===== src/rtl/adc_seq_pkg.sv =====
// Shared definitions for the ADC scan sequencer: channel addresses,
// the scan-index to address lookup and the FSM state encoding.
package adc_seq_pkg;

  localparam int unsigned ADDR_W = 7;
  localparam int unsigned NUM_CH = 3;
  localparam int unsigned IDX_W  = 2;

  localparam logic [ADDR_W-1:0] CH7_ADDR  = 7'h17;
  localparam logic [ADDR_W-1:0] CH14_ADDR = 7'h1E;
  localparam logic [ADDR_W-1:0] CH15_ADDR = 7'h1F;

  // Index of the final conversion in a scan; its drdy triggers publication.
  localparam logic [IDX_W-1:0] LAST_IDX = IDX_W'(NUM_CH - 1);

  typedef enum logic [1:0] {
    ST_IDLE  = 2'd0,
    ST_START = 2'd1,
    ST_WAIT  = 2'd2
  } seq_state_e;

  // Scan index to ADC channel address.
  function automatic logic [ADDR_W-1:0] ch_addr(input logic [IDX_W-1:0] idx);
    logic [ADDR_W-1:0] addr;
    case (idx)
      2'd0:    addr = CH7_ADDR;
      2'd1:    addr = CH14_ADDR;
      2'd2:    addr = CH15_ADDR;
      default: addr = CH7_ADDR;
    endcase
    return addr;
  endfunction

endpackage


===== src/rtl/adc_seq_timeout.sv =====
// Loadable down-counter with an expiry flag.
// Ports:
//   clk_100m, rst_ni : clock, async active-low reset
//   load, load_val   : load the counter (takes priority over counting)
//   count_en         : decrement by one per cycle, stopping at zero
//   expired_c        : counter is zero (combinational from the count register)
module adc_seq_timeout #(
  parameter int unsigned CNT_W = 12
) (
  input  logic             clk_100m,
  input  logic             rst_ni,
  input  logic             load,
  input  logic [CNT_W-1:0] load_val,
  input  logic             count_en,
  output logic             expired_c
);

  logic [CNT_W-1:0] cnt_q;

  // Count register; holds at zero once expired.
  always_ff @(posedge clk_100m or negedge rst_ni) begin
    if (!rst_ni) begin
      cnt_q <= '0;
    end else if (load) begin
      cnt_q <= load_val;
    end else if (count_en && (cnt_q != '0)) begin
      cnt_q <= cnt_q - CNT_W'(1);
    end
  end

  assign expired_c = (cnt_q == '0);

endmodule


===== src/rtl/adc_scan_sequencer.sv =====
// Sequences the ch7/ch14/ch15 ADC conversions for the 3LFCC control loop
// and publishes a coherent sample set with a one-cycle valid strobe.
// Ports:
//   clk_100m, rst_ni          : clock, async active-low reset
//   enable_i, trig_i          : scan request gating and request strobe
//   clear_i                   : clears timeout flag and overrun counter
//   adc_start_o, adc_addr_o   : conversion start strobe and channel address
//   adc_drdy_i, adc_data_i    : conversion result strobe and data
//   v_in_o/v_out_o/v_low_o    : published ch7/ch14/ch15 results
//   v_fc_o                    : ch7 - ch15, clamped at zero
//   sample_valid_o            : one-cycle publication strobe
//   busy_o                    : scan in progress
//   timeout_o, overrun_cnt_o  : sticky timeout, saturating dropped-trigger count
module adc_scan_sequencer
  import adc_seq_pkg::*;
#(
  parameter int unsigned DATA_W         = 16,
  parameter int unsigned TIMEOUT_CYCLES = 4096,
  parameter int unsigned OVR_W          = 8
) (
  input  logic              clk_100m,
  input  logic              rst_ni,
  input  logic              enable_i,
  input  logic              trig_i,
  input  logic              clear_i,
  output logic              adc_start_o,
  output logic [ADDR_W-1:0] adc_addr_o,
  input  logic              adc_drdy_i,
  input  logic [DATA_W-1:0] adc_data_i,
  output logic [DATA_W-1:0] v_in_o,
  output logic [DATA_W-1:0] v_out_o,
  output logic [DATA_W-1:0] v_low_o,
  output logic [DATA_W-1:0] v_fc_o,
  output logic              sample_valid_o,
  output logic              busy_o,
  output logic              timeout_o,
  output logic [OVR_W-1:0]  overrun_cnt_o
);

  localparam int unsigned      TMR_W    = (TIMEOUT_CYCLES > 1) ? $clog2(TIMEOUT_CYCLES) : 1;
  localparam logic [TMR_W-1:0] TMR_LOAD = TMR_W'(TIMEOUT_CYCLES - 1);
  localparam logic [OVR_W-1:0] OVR_MAX  = '1;

  seq_state_e        state_q, state_d;
  logic [IDX_W-1:0]  idx_q, idx_d;
  logic [DATA_W-1:0] ch7_q, ch7_d;
  logic [DATA_W-1:0] ch14_q, ch14_d;
  logic [DATA_W-1:0] v_in_q, v_in_d;
  logic [DATA_W-1:0] v_out_q, v_out_d;
  logic [DATA_W-1:0] v_low_q, v_low_d;
  logic [DATA_W-1:0] v_fc_q, v_fc_d;
  logic              valid_q, valid_d;
  logic              start_q, start_d;
  logic [ADDR_W-1:0] addr_q, addr_d;
  logic              busy_q, busy_d;
  logic              timeout_q, timeout_d;
  logic [OVR_W-1:0]  ovr_q, ovr_d;
  logic              timer_expired_c;

  // Per-conversion watchdog: loaded in START so WAIT begins at the full budget.
  adc_seq_timeout #(
    .CNT_W (TMR_W)
  ) u_timeout (
    .clk_100m  (clk_100m),
    .rst_ni    (rst_ni),
    .load      (state_q == ST_START),
    .load_val  (TMR_LOAD),
    .count_en  (state_q == ST_WAIT),
    .expired_c (timer_expired_c)
  );

  // Next-state and next-output logic.
  always_comb begin
    state_d   = state_q;
    idx_d     = idx_q;
    ch7_d     = ch7_q;
    ch14_d    = ch14_q;
    v_in_d    = v_in_q;
    v_out_d   = v_out_q;
    v_low_d   = v_low_q;
    v_fc_d    = v_fc_q;
    valid_d   = 1'b0;
    timeout_d = timeout_q & ~clear_i;
    ovr_d     = clear_i ? '0 : ovr_q;

    // A trigger while busy is dropped; the increment overrides a coincident clear.
    if (trig_i && (state_q != ST_IDLE)) begin
      ovr_d = (ovr_q == OVR_MAX) ? ovr_q : ovr_q + OVR_W'(1);
    end

    case (state_q)
      ST_IDLE: begin
        if (trig_i && enable_i) begin
          state_d = ST_START;
          idx_d   = '0;
        end
      end
      ST_START: begin
        state_d = ST_WAIT;
      end
      ST_WAIT: begin
        if (adc_drdy_i) begin
          if (idx_q == LAST_IDX) begin
            // ch15 is taken straight from the bus so all four outputs load together.
            v_in_d  = ch7_q;
            v_out_d = ch14_q;
            v_low_d = adc_data_i;
            v_fc_d  = (ch7_q >= adc_data_i) ? (ch7_q - adc_data_i) : '0;
            valid_d = 1'b1;
            state_d = ST_IDLE;
            idx_d   = '0;
          end else begin
            if (idx_q == '0) begin
              ch7_d = adc_data_i;
            end else begin
              ch14_d = adc_data_i;
            end
            idx_d   = idx_q + IDX_W'(1);
            state_d = ST_START;
          end
        end else if (timer_expired_c) begin
          timeout_d = 1'b1;
          state_d   = ST_IDLE;
          idx_d     = '0;
        end
      end
      default: begin
        state_d = ST_IDLE;
        idx_d   = '0;
      end
    endcase

    start_d = (state_d == ST_START);
    busy_d  = (state_d != ST_IDLE);
    addr_d  = (state_d == ST_IDLE) ? CH7_ADDR : ch_addr(idx_d);
  end

  // State and output registers.
  always_ff @(posedge clk_100m or negedge rst_ni) begin
    if (!rst_ni) begin
      state_q   <= ST_IDLE;
      idx_q     <= '0;
      ch7_q     <= '0;
      ch14_q    <= '0;
      v_in_q    <= '0;
      v_out_q   <= '0;
      v_low_q   <= '0;
      v_fc_q    <= '0;
      valid_q   <= 1'b0;
      start_q   <= 1'b0;
      addr_q    <= CH7_ADDR;
      busy_q    <= 1'b0;
      timeout_q <= 1'b0;
      ovr_q     <= '0;
    end else begin
      state_q   <= state_d;
      idx_q     <= idx_d;
      ch7_q     <= ch7_d;
      ch14_q    <= ch14_d;
      v_in_q    <= v_in_d;
      v_out_q   <= v_out_d;
      v_low_q   <= v_low_d;
      v_fc_q    <= v_fc_d;
      valid_q   <= valid_d;
      start_q   <= start_d;
      addr_q    <= addr_d;
      busy_q    <= busy_d;
      timeout_q <= timeout_d;
      ovr_q     <= ovr_d;
    end
  end

  assign adc_start_o    = start_q;
  assign adc_addr_o     = addr_q;
  assign v_in_o         = v_in_q;
  assign v_out_o        = v_out_q;
  assign v_low_o        = v_low_q;
  assign v_fc_o         = v_fc_q;
  assign sample_valid_o = valid_q;
  assign busy_o         = busy_q;
  assign timeout_o      = timeout_q;
  assign overrun_cnt_o  = ovr_q;

endmodule

===== config.mk =====
export PLATFORM = sky130hd
export DESIGN_NAME = adc_scan_sequencer
export DESIGN_NICKNAME = d
export VERILOG_FILES = /design/src/rtl/adc_seq_pkg.sv /design/src/rtl/adc_seq_timeout.sv /design/src/rtl/adc_scan_sequencer.sv
export SDC_FILE = /design/constraint.sdc
export NUM_CORES = 1
export LEC_CHECK = 0
export BUFFER_PORTS_ARGS = -buffer_cell sky130_fd_sc_hd__buf_2
export CORE_MARGIN = 8
export CORE_UTILIZATION = 54
export CTS_BUF_LIST = sky130_fd_sc_hd__clkbuf_8
export CTS_CLUSTER_DIAMETER = 60
export DETAILED_ROUTE_END_ITERATION = 10
export GPL_ROUTABILITY_DRIVEN = 1
export PLACE_DENSITY = 0.82
export SETUP_SLACK_MARGIN = 0.02
export SLEW_MARGIN = 20
export SYNTH_ARGS = -nofsm -noshare
export SYNTH_HDL_FRONTEND = slang
export SYNTH_HIERARCHICAL = 1
export SYNTH_SLANG_ARGS = --single-unit

===== constraint.sdc =====
create_clock -name clk_100m -period 3.05 [get_ports clk_100m]
set_input_delay 0.4575 -clock clk_100m [delete_from_list [all_inputs] [get_ports clk_100m]]
set_output_delay 0.4575 -clock clk_100m [all_outputs]
set_load 0.02 [all_outputs]

==> results of run 1 <==
==> per-stage QoR <==
stage,instances,power (mW),util (%),worst slack (ns)
2_1_floorplan,646,4.42,-,0.555
3_3_place_gp,869,5.12,61.9,0.276
3_5_place_dp,869,5.23,61.9,0.202
4_1_cts,900,6.77,65.7,0.396
5_1_grt,900,7.18,65.7,0.147
6_report,900,6.74,65.7,0.411
==> worst max-delay path, stage by stage (launching register included) <==
cell and delay [ns]:
dfrtp_1 0.43, nand2b_1 0.16, inv_1 0.15, nand2_1 0.14, or2_2 0.48, clkinv_1 0.59
buf_4 0.40, nand2_1 0.09, nand2_1 0.06
==> power groups by stage <==
stage                     Sequential (mW)  Combinational [mW]  Clock [mW]
final                                2.60                2.62        1.52
after CTS                            2.60                2.62        1.55
after global placement               2.60                2.52           0
after floorplan                      2.84                1.58           0
after global routing                 2.68                2.89        1.61
after detailed placement             2.63                2.60           0
==> cells in the mapped netlist (2+ instances only) <==
master	count
buf_4	6
a21oi_1	20
nor3_1	7
a21o_1	5
nand3_1	5
o211ai_1	4
ha_1	20
nand4_1	6
or2_2	2
and2_1	2
nand2_1	173
and3_1	6
o21ai_1	3
nand3b_1	2
inv_1	28
o31ai_1	7
a2bb2oi_1	2
mux2_2	15
mux2i_1	4
conb_1	2
xor2_1	6
buf_1	4
o21a_1	3
or3_1	2
buf_2	3
o21ai_0	56
xnor2_1	7
a311oi_1	5
a32o_1	2
nand2b_1	7
nor2_1	33
or4_1	2
clkbuf_1	12
a31oi_1	2
nor2b_1	6
nor3b_1	2
a2111oi_0	2
dfrtp_1	125
a22o_1	7
==> registers in the layout, summed over array words and instances (netlist names) <==
name,cells
busy_o,1
idx_q,2
v_out_o,16
v_in_o,16
u_timeout/cnt_q,12
v_low_o,16
sample_valid_o,1
timeout_o,1
v_fc_o,16
state_q,2
ch14_q,16
adc_addr_o,2
overrun_cnt_o,8
adc_start_o,1
ch7_q,16
==> cell type report <==
| type | count | area, sq um |
|---|---|---|
| well taps | 140 | 175 |
| clock buffers | 17 | 234 |
| flip-flops and latches | 126 | 3150 |
| inverters | 29 | 109 |
| multi-input cells | 466 | 2700 |
| fillers | 862 | 3720 |
| repair buffers | 108 | 578 |
| clock inverters | 14 | 178 |
==> per-layer routing <==
| layer | wire length [um] | global-route usage [%] | part of all wire (%) |
|---|---|---|---|
| met1 | 5880 | 23.7 | 41 |
| met2 | 7360 | 34.6 | 51 |
| met4 | 238 | 7.32 | 1.7 |
| met5 | 0 | 0 | 0 |
| met3 | 916 | 5.32 | 6.4 |
==> cells by family (layout without fill, tap and decap cells) <==
| family | Yosys count | in the layout | share of synthesized area (%) |
|---|---|---|---|
| buf+inv | 54 | 168 | 3.80 |
| compound gates | 130 | 130 | 14.1 |
| mux | 19 | 19 | 3.47 |
| flops | 126 | 126 | 52.4 |
| xor+xnor | 13 | 13 | 1.89 |
| other cells | 2 | 17 | 0.125 |
| simple gates | 266 | 266 | 19.8 |
| fa+ha+maj | 21 | 21 | 4.49 |
==> final timing paths <==
check | start | to | slack (ns)
worst max-delay path | state_q[0] | v_in_o[12] | 0.41
worst min-delay path | rst_ni | v_out_o[1] | 0.04
worst max register to register | state_q[0] | v_in_o[12] | 0.41
worst min register to register | ch14_q[5] | v_out_o[5] | 0.46
max in group asynchronous | rst_ni | ch7_q[14] | 2.28
min in group clk_100m | clear_i | timeout_o | 0.27
==> impl_metrics.py, run 1 <==
metrics = {
    "synth": {
        "synthFlopType": "dfrtp_1",
        "netlist_area_sq_um": 6020,
        "yosysTopAreaCell": "dfrtp_1",
        "synth_warnings": 6,
        "yosysSeqAreaShare_pct": 52.4,
        "synth-seq-cells": 126,
        "post_synth_num_cell_types": 65,
        "synth_top_cell_area_share_pct": 51.9,
        "synthCells": 631,
        "synth-edff-count": 0,
        "avgSynthCellArea_sq_um": 9.55,
        "netlist_top_cells_area": "dfrtp_1 52%, nand2_1 11%, o21ai_0 4.7%",
        "postSynth.asyncResetShare_pct": 100,
    },
    "die": {
        "die_h_um": 122,
        "coreArea_sq_um": 10800,
        "start_util_pct": 55.6,
        "fp-row-count": 38,
        "die_area_sq_um": 14800,
        "die_w_um": 122,
        "ioPinCount": 105,
    },
    "timing": {
        "setup_viol": 0,
        "fmax_mhz": 379,
        "tns_ns": 0,
        "final.period_utilization_pct": 86.5,
        "finalClockSkew_ns": 0.0123,
        "layout_min_cycle_time_ns": 2.64,
        "worstMarginPinSlew_ns": 0.800,
        "slew_headroom_pct": 46.5,
        "hold_viol_final": 0,
        "rsz0062_at_grt": "false",
        "hold_slack_ns": 0.0355,
        "drv_slew": 0,
    },
    "worst_setup_path": {
        "reg2regPathDepth": 8,
        "crit_path_end_kind": "register",
        "critPathArrivalTime_ns": 2.96,
        "critPathRequiredTime_ns": 3.37,
        "crit_type": "register to register",
        "worstSetupStartpointType": "register",
        "crit_fanout": 29,
    },
    "global_routing": {
        "grt_use_total_pct": 20.1,
        "grt_pass1_vias": 4961,
        "grt_overflow": 0,
        "antenna_found_initial": 0,
        "grt_first_pass_wirelength_um": 23700,
        "grt_max_degree": 60,
    },
    "clock_tree": {
        "hold_buffers": 0,
        "cts.repair.resized": 0,
        "cts_tree": "yes",
        "insertion_delay_ns": 0.44,
        "cts_setup_buffers": 0,
        "cts.sinks": 126,
        "path_clk_slew_ns": 0.07,
        "clockBufferDepth": 2,
        "cts_buffers": 17,
        "cts_root_buf": "clkbuf_8",
        "cts_max_level": 4,
    },
    "route": {
        "drt_iter0_drc": 389,
        "ant_nets": 0,
        "routed_via_density": 5.44,
        "drt-total-wl_um": 14400,
        "avgRoutedWirePerCell_um": 16.0,
        "vias": 4900,
        "drc": 0,
        "drtPass1Iterations": 5,
    },
    "power_and_ir_drop": {
        "powerDensity_nw_per_um2": 946,
        "peakVddDrop_mv": 0.524,
        "p_comb_share_pct": 38.8,
        "p_seq_share_pct": 38.6,
        "p_switching_mw": 2.64,
        "p_sw_share_pct": 39.2,
        "intPower_mw": 4.10,
        "clock_power_share_pct": 22.6,
        "cellLeakagePower_nw": 3.73,
    },
    "status": {
        "outcome": "finished clean",
    },
    "placement": {
        "hpwl_um": 10700,
        "placed_area_sq_um": 6710,
        "io_buffer_count": 99,
        "gp_congestion": 0.896,
    },
    "final_layout": {
        "num_antenna_cells": 0,
        "syn2layout_area_growth_pct": 18.3,
        "postLayoutCellArea_sq_um": 7120,
        "drive_gt1_share_pct": 21.7,
        "layout_common_cells": "173 x nand2_1, 125 x dfrtp_1, 98 x buf_2, 56 x o21ai_0, 33 x nor2_1",
        "final_common_cell": "nand2_1",
        "nNetsFinal": 791,
    },
    "job": {
        "drv_cap": 0,
    },
    "hold_path": {
        "hold_class": "input pin to asynchronous set/reset pin",
    },
}
Note: power is estimated with default switching activity, not from simulation.
==> run 2, diff against run 1 <==
Settings changed: CTS_BUF_LIST sky130_fd_sc_hd__clkbuf_8 to sky130_fd_sc_hd__clkbuf_2 sky130_fd_sc_hd__clkbuf_4 sky130_fd_sc_hd__clkbuf_8.
==> run 2 against run 1 <==
Net effect:
- hold slack lost 0.0059 ns
- sequential power is essentially flat
- via count grew 0.88%
- total power grew 0.64%
- maximum frequency shrank 0.98%
- clock-buffer cell count grew 3
- first-iteration DRC count shrank 2.6%
- critical path depth is the same
- die area is the same
- critical endpoint unchanged
- final cell count is the same
- non-clock buffer count is the same
==> impl_metrics.py, run 2 (synthesized netlist as in run 1, its figures left out) <==
metrics = {
    "power_and_ir_drop": {
        "powerDensity_nw_per_um2": 951,
        "cellLeakagePower_nw": 3.73,
        "peakVddDrop_mv": 0.522,
    },
    "timing": {
        "slew_headroom_pct": 47.6,
        "worstMarginPinSlew_ns": 0.785,
        "fmax_mhz": 375,
        "finalClockSkew_ns": 0.0124,
        "drv_slew": 0,
        "layout_min_cycle_time_ns": 2.67,
        "hold_viol_final": 0,
        "setup_viol": 0,
        "final.period_utilization_pct": 87.4,
        "tns_ns": 0,
        "rsz0062_at_grt": "false",
    },
    "worst_setup_path": {
        "regToRegEndpoint": "v_in_o[12]",
        "critPathArrivalTime_ns": 2.98,
        "reg2regPathDepth": 8,
        "crit_type": "register to register",
        "worstSetupStartpointType": "register",
        "reg2reg_slack_ns": 0.38,
        "r2r-start": "state_q[0]",
        "critPathRequiredTime_ns": 3.37,
        "crit_fanout": 29,
        "crit_path_end_kind": "register",
    },
    "die": {
        "die_h_um": 122,
        "coreArea_sq_um": 10800,
        "die_area_sq_um": 14800,
        "ioPinCount": 105,
        "die_w_um": 122,
        "start_util_pct": 55.6,
        "fp-row-count": 38,
    },
    "route": {
        "drc": 0,
        "vias": 4943,
        "ant_nets": 0,
        "drt-total-wl_um": 14500,
        "routed_via_density": 5.49,
        "drtPass1Iterations": 5,
        "avgRoutedWirePerCell_um": 16.1,
        "drt_iter0_drc": 379,
    },
    "final_layout": {
        "syn2layout_area_growth_pct": 18.5,
        "num_antenna_cells": 0,
        "final_util_pct": 65.8,
        "final_common_cell": "nand2_1",
        "drive_gt1_share_pct": 22.1,
        "n_fill_cell": 858,
        "postLayoutCellArea_sq_um": 7140,
        "nNetsFinal": 791,
        "layout_common_cells": "173 x nand2_1, 125 x dfrtp_1, 98 x buf_2, 56 x o21ai_0, 33 x nor2_1",
    },
    "clock_tree": {
        "cts_max_level": 4,
        "path_clk_slew_ns": 0.07,
        "cts.repair.resized": 0,
        "cts_buffers": 17,
        "cts.sinks": 126,
        "cts_root_buf": "clkbuf_8",
        "hold_buffers": 0,
        "insertion_delay_ns": 0.44,
        "cts_tree": "yes",
        "cts_setup_buffers": 0,
        "clockBufferDepth": 2,
    },
    "global_routing": {
        "grt_first_pass_wirelength_um": 23900,
        "grt_use_met2_pct": 34.8,
        "antenna_found_initial": 0,
        "use_met1_pct": 23.7,
        "grt-busiest-layer": "met2",
        "grt_pass1_vias": 5010,
        "met3_usage_pct": 5.55,
        "grt_use_total_pct": 20.2,
        "grt_overflow": 0,
        "grt_max_degree": 60,
    },
    "status": {
        "outcome": "finished clean",
    },
    "hold_path": {
        "hold_class": "input pin to asynchronous set/reset pin",
    },
    "placement": {
        "io_buffer_count": 99,
        "placed_area_sq_um": 6710,
        "hpwl_um": 10700,
        "gp_congestion": 0.896,
    },
    "job": {
        "drv_cap": 0,
    },
}
==> run 2: critical path: stages (launching register included) <==
cell and delay (ns):
dfrtp_1 0.43, nand2b_1 0.17, inv_1 0.15, nand2_1 0.15
or2_2 0.48, clkinv_1 0.60, buf_4 0.40, nand2_1 0.09
nand2_1 0.06
==> run 2: how the worst max path moves through the flow <==
| stage | startpoint | end | slack [ns] | cells after the start |
|---|---|---|---|---|
| final | state_q[0] | v_in_o[12] | 0.38 | 8 |
| after global routing | state_q[0] | v_out_o[11] | 0.14 | 8 |
| after CTS | state_q[0] | v_in_o[12] | 0.40 | 8 |
| after detailed placement | adc_data_i[0] | v_fc_o[2] | 0.20 | 9 |
| after global placement | adc_data_i[0] | v_fc_o[2] | 0.28 | 9 |
| after floorplan | adc_data_i[0] | v_fc_o[11] | 0.55 | 8 |
==> run 2: stage by stage <==
stage | power (mW) | hold WS (ns) | std cells | setup slack, ns
finish | 6.78 | 0.0296 | 900 | 0.385
global route | 7.22 | 0.0696 | 900 | 0.145
CTS | 6.81 | 0.0410 | 900 | 0.396
detailed placement | 5.23 | 0.452 | 869 | 0.202
global placement | 5.12 | 0.453 | 869 | 0.276
floorplan | 4.42 | 0.162 | 646 | 0.555
==> run 2: cell type report <==
| cell class | instances | area [sq um] | area share, % |
|---|---|---|---|
| flip-flops and latches | 126 | 3150 | 44.2 |
| multi-input cells | 466 | 2700 | 37.8 |
| repair buffers | 108 | 578 | 8.10 |
| clock buffers | 20 | 256 | 3.59 |
| well taps | 140 | 175 | 2.45 |
| clock inverters | 11 | 166 | 2.33 |
| inverters | 29 | 109 | 1.53 |
==> run 2: report_power, final <==
part	internal (mW)	leakage [nW]	switching (mW)
combinational	1.02	1.86	1.59
clock	0.910	0.209	0.653
sequential	2.20	1.66	0.398
total	4.14	3.73	2.64
==> run 2: layer usage <==
layer / share of wire, % / vias up
li1: - / 2367
met1: 40 / 2401
met2: 51 / 152
met3: 6.9 / 23
met4: 1.6 / 0
met5: 0 / -
==> run 3, diff against run 2 <==
Settings changed: CORE_MARGIN 8 to unset, CORE_UTILIZATION 54 to 50, PLACE_DENSITY 0.82 to unset, PLACE_DENSITY_LB_ADDON set to 0.05.
==> run 3 against run 2 <==
Net effect:
- critical path type unchanged
- final cell count rose by 0.22%
- total power fell by 3.1%
- sequential power barely moved
- worst setup slack improved by 0.051 ns
- combinational power fell by 2%
- non-clock buffer count did not move
- clock power fell by 9%
- clock-buffer cell count rose by 3
- first-iteration DRC count fell by 34%
- die area fell by 16%
- the run now ends with design-rule violations left
==> impl_metrics.py, run 3 (synthesized netlist as in run 1, its figures left out) <==
metrics = {
    "final_layout": {
        "num_antenna_cells": 0,
        "syn2layout_area_growth_pct": 17.9,
        "nNetsFinal": 791,
        "postLayoutCellArea_sq_um": 7100,
        "drive_gt1_share_pct": 21.9,
        "layout_common_cells": "173 x nand2_1, 125 x dfrtp_1, 98 x buf_2, 56 x o21ai_0, 33 x nor2_1",
        "n_fill_cell": 1035,
        "final_common_cell": "nand2_1",
    },
    "clock_tree": {
        "cts.repair.resized": 0,
        "insertion_delay_ns": 0.44,
        "path_clk_slew_ns": 0.07,
        "clockBufferDepth": 2,
        "cts.sinks": 126,
        "cts_root_buf": "clkbuf_8",
        "hold_buffers": 1,
        "cts_tree": "yes",
        "cts_setup_buffers": 0,
        "cts_max_level": 4,
        "cts_buffers": 17,
    },
    "route": {
        "drc": 9,
        "avgRoutedWirePerCell_um": 14.7,
        "drt-total-wl_um": 13200,
        "drtPass1Iterations": 8,
        "drt_iter0_drc": 249,
        "vias": 4726,
        "routed_via_density": 5.24,
        "ant_nets": 0,
    },
    "worst_setup_path": {
        "critPathTopFamily": "compound AO/OA/AOI/OAI gates",
        "crit_type": "register to register",
        "critPathArrivalTime_ns": 2.98,
        "cp_slowest_stage_delay_ns": 0.38,
        "slowest_stage": "fa_1",
        "critPathRequiredTime_ns": 3.42,
        "crit_path_end_kind": "register",
        "worstSetupStartpointType": "register",
        "crit_fanout": 9,
        "reg2reg_slack_ns": 0.44,
        "path_cells": "inv_1 -> ha_1 -> fa_1 -> nand2b_2 -> a211o_1 -> a22o_4 -> a21o_1 -> a21oi_2 -> a32o_1",
        "crit_buf_inv": 1,
    },
    "placement": {
        "io_buffer_count": 99,
        "hpwl_um": 9380,
        "gp_congestion": 0.903,
        "placed_area_sq_um": 6710,
    },
    "die": {
        "fp-row-count": 39,
        "ioPinCount": 105,
        "die_h_um": 112,
        "start_util_pct": 52.1,
        "die_area_sq_um": 12500,
        "coreArea_sq_um": 11600,
        "die_w_um": 112,
    },
    "timing": {
        "hold_slack_ns": 0.257,
        "worstMarginPinSlew_ns": 0.825,
        "setup_viol": 0,
        "finalClockSkew_ns": 0.00789,
        "final.period_utilization_pct": 85.7,
        "fmax_mhz": 383,
        "drv_slew": 0,
        "slew_headroom_pct": 45.0,
        "rsz0062_at_grt": "false",
        "layout_min_cycle_time_ns": 2.61,
        "tns_ns": 0,
        "hold_viol_final": 0,
    },
    "power_and_ir_drop": {
        "cellLeakagePower_nw": 3.72,
        "finalPower_mw": 6.57,
        "powerDensity_nw_per_um2": 925,
        "peakVddDrop_mv": 0.480,
    },
    "global_routing": {
        "grt_max_degree": 91,
        "grt_first_pass_wirelength_um": 21700,
        "grt_use_total_pct": 22.5,
        "antenna_found_initial": 0,
        "grt_overflow": 0,
        "grt_pass1_vias": 4363,
    },
    "status": {
        "violations": "design-rule violations",
        "outcome": "finished, violations left",
    },
    "hold_path": {
        "hold_class": "input pin to register",
    },
    "job": {
        "drv_cap": 0,
    },
}
[run 3: area by class of cell]
type	count	area [sq um]	area share (%)
multi-input cells	466	2700	38.0
inverters	29	109	1.53
clock inverters	7	87.6	1.23
flip-flops and latches	126	3150	44.4
well taps	143	179	2.52
repair buffers	108	581	8.17
clock buffers	23	298	4.19
[run 3: power by group]
group	switching [mW]	leakage (nW)	internal [mW]	total [mW]
registers	0.382	1.66	2.21	2.59
logic	1.54	1.86	1.02	2.56
clock network	0.618	0.202	0.803	1.42
total	2.54	3.72	4.03	6.57
[run 3: path summary, 6_finish.rpt]
path / depth (start not counted) / end / startpoint
max: 9 / v_fc_o[2] / ch7_q[0]
min: 2 / timeout_o / clear_i
max reg2reg: 9 / v_fc_o[2] / ch7_q[0]
min reg2reg: 2 / v_out_o[10] / v_out_o[10]
max in group asynchronous: 3 / ch7_q[13] / rst_ni
min in group asynchronous: 2 / overrun_cnt_o[6] / rst_ni
[run 3: per-stage QoR]
step | instances | worst slack, ns | util [%]
floorplan | 646 | 0.555 | -
global placement | 871 | 0.247 | 58.0
detailed placement | 871 | 0.194 | 58.0
CTS | 902 | 0.420 | 61.4
global route | 902 | 0.276 | 61.4
finish | 902 | 0.436 | 61.4
[run 3: per-layer routing]
| metal | wire, um | GRT usage (%) |
|---|---|---|
| met1 | 6450 | 32.6 |
| met2 | 5870 | 33.0 |
| met3 | 661 | 4.74 |
| met4 | 242 | 8.65 |
| met5 | 0 | 0 |
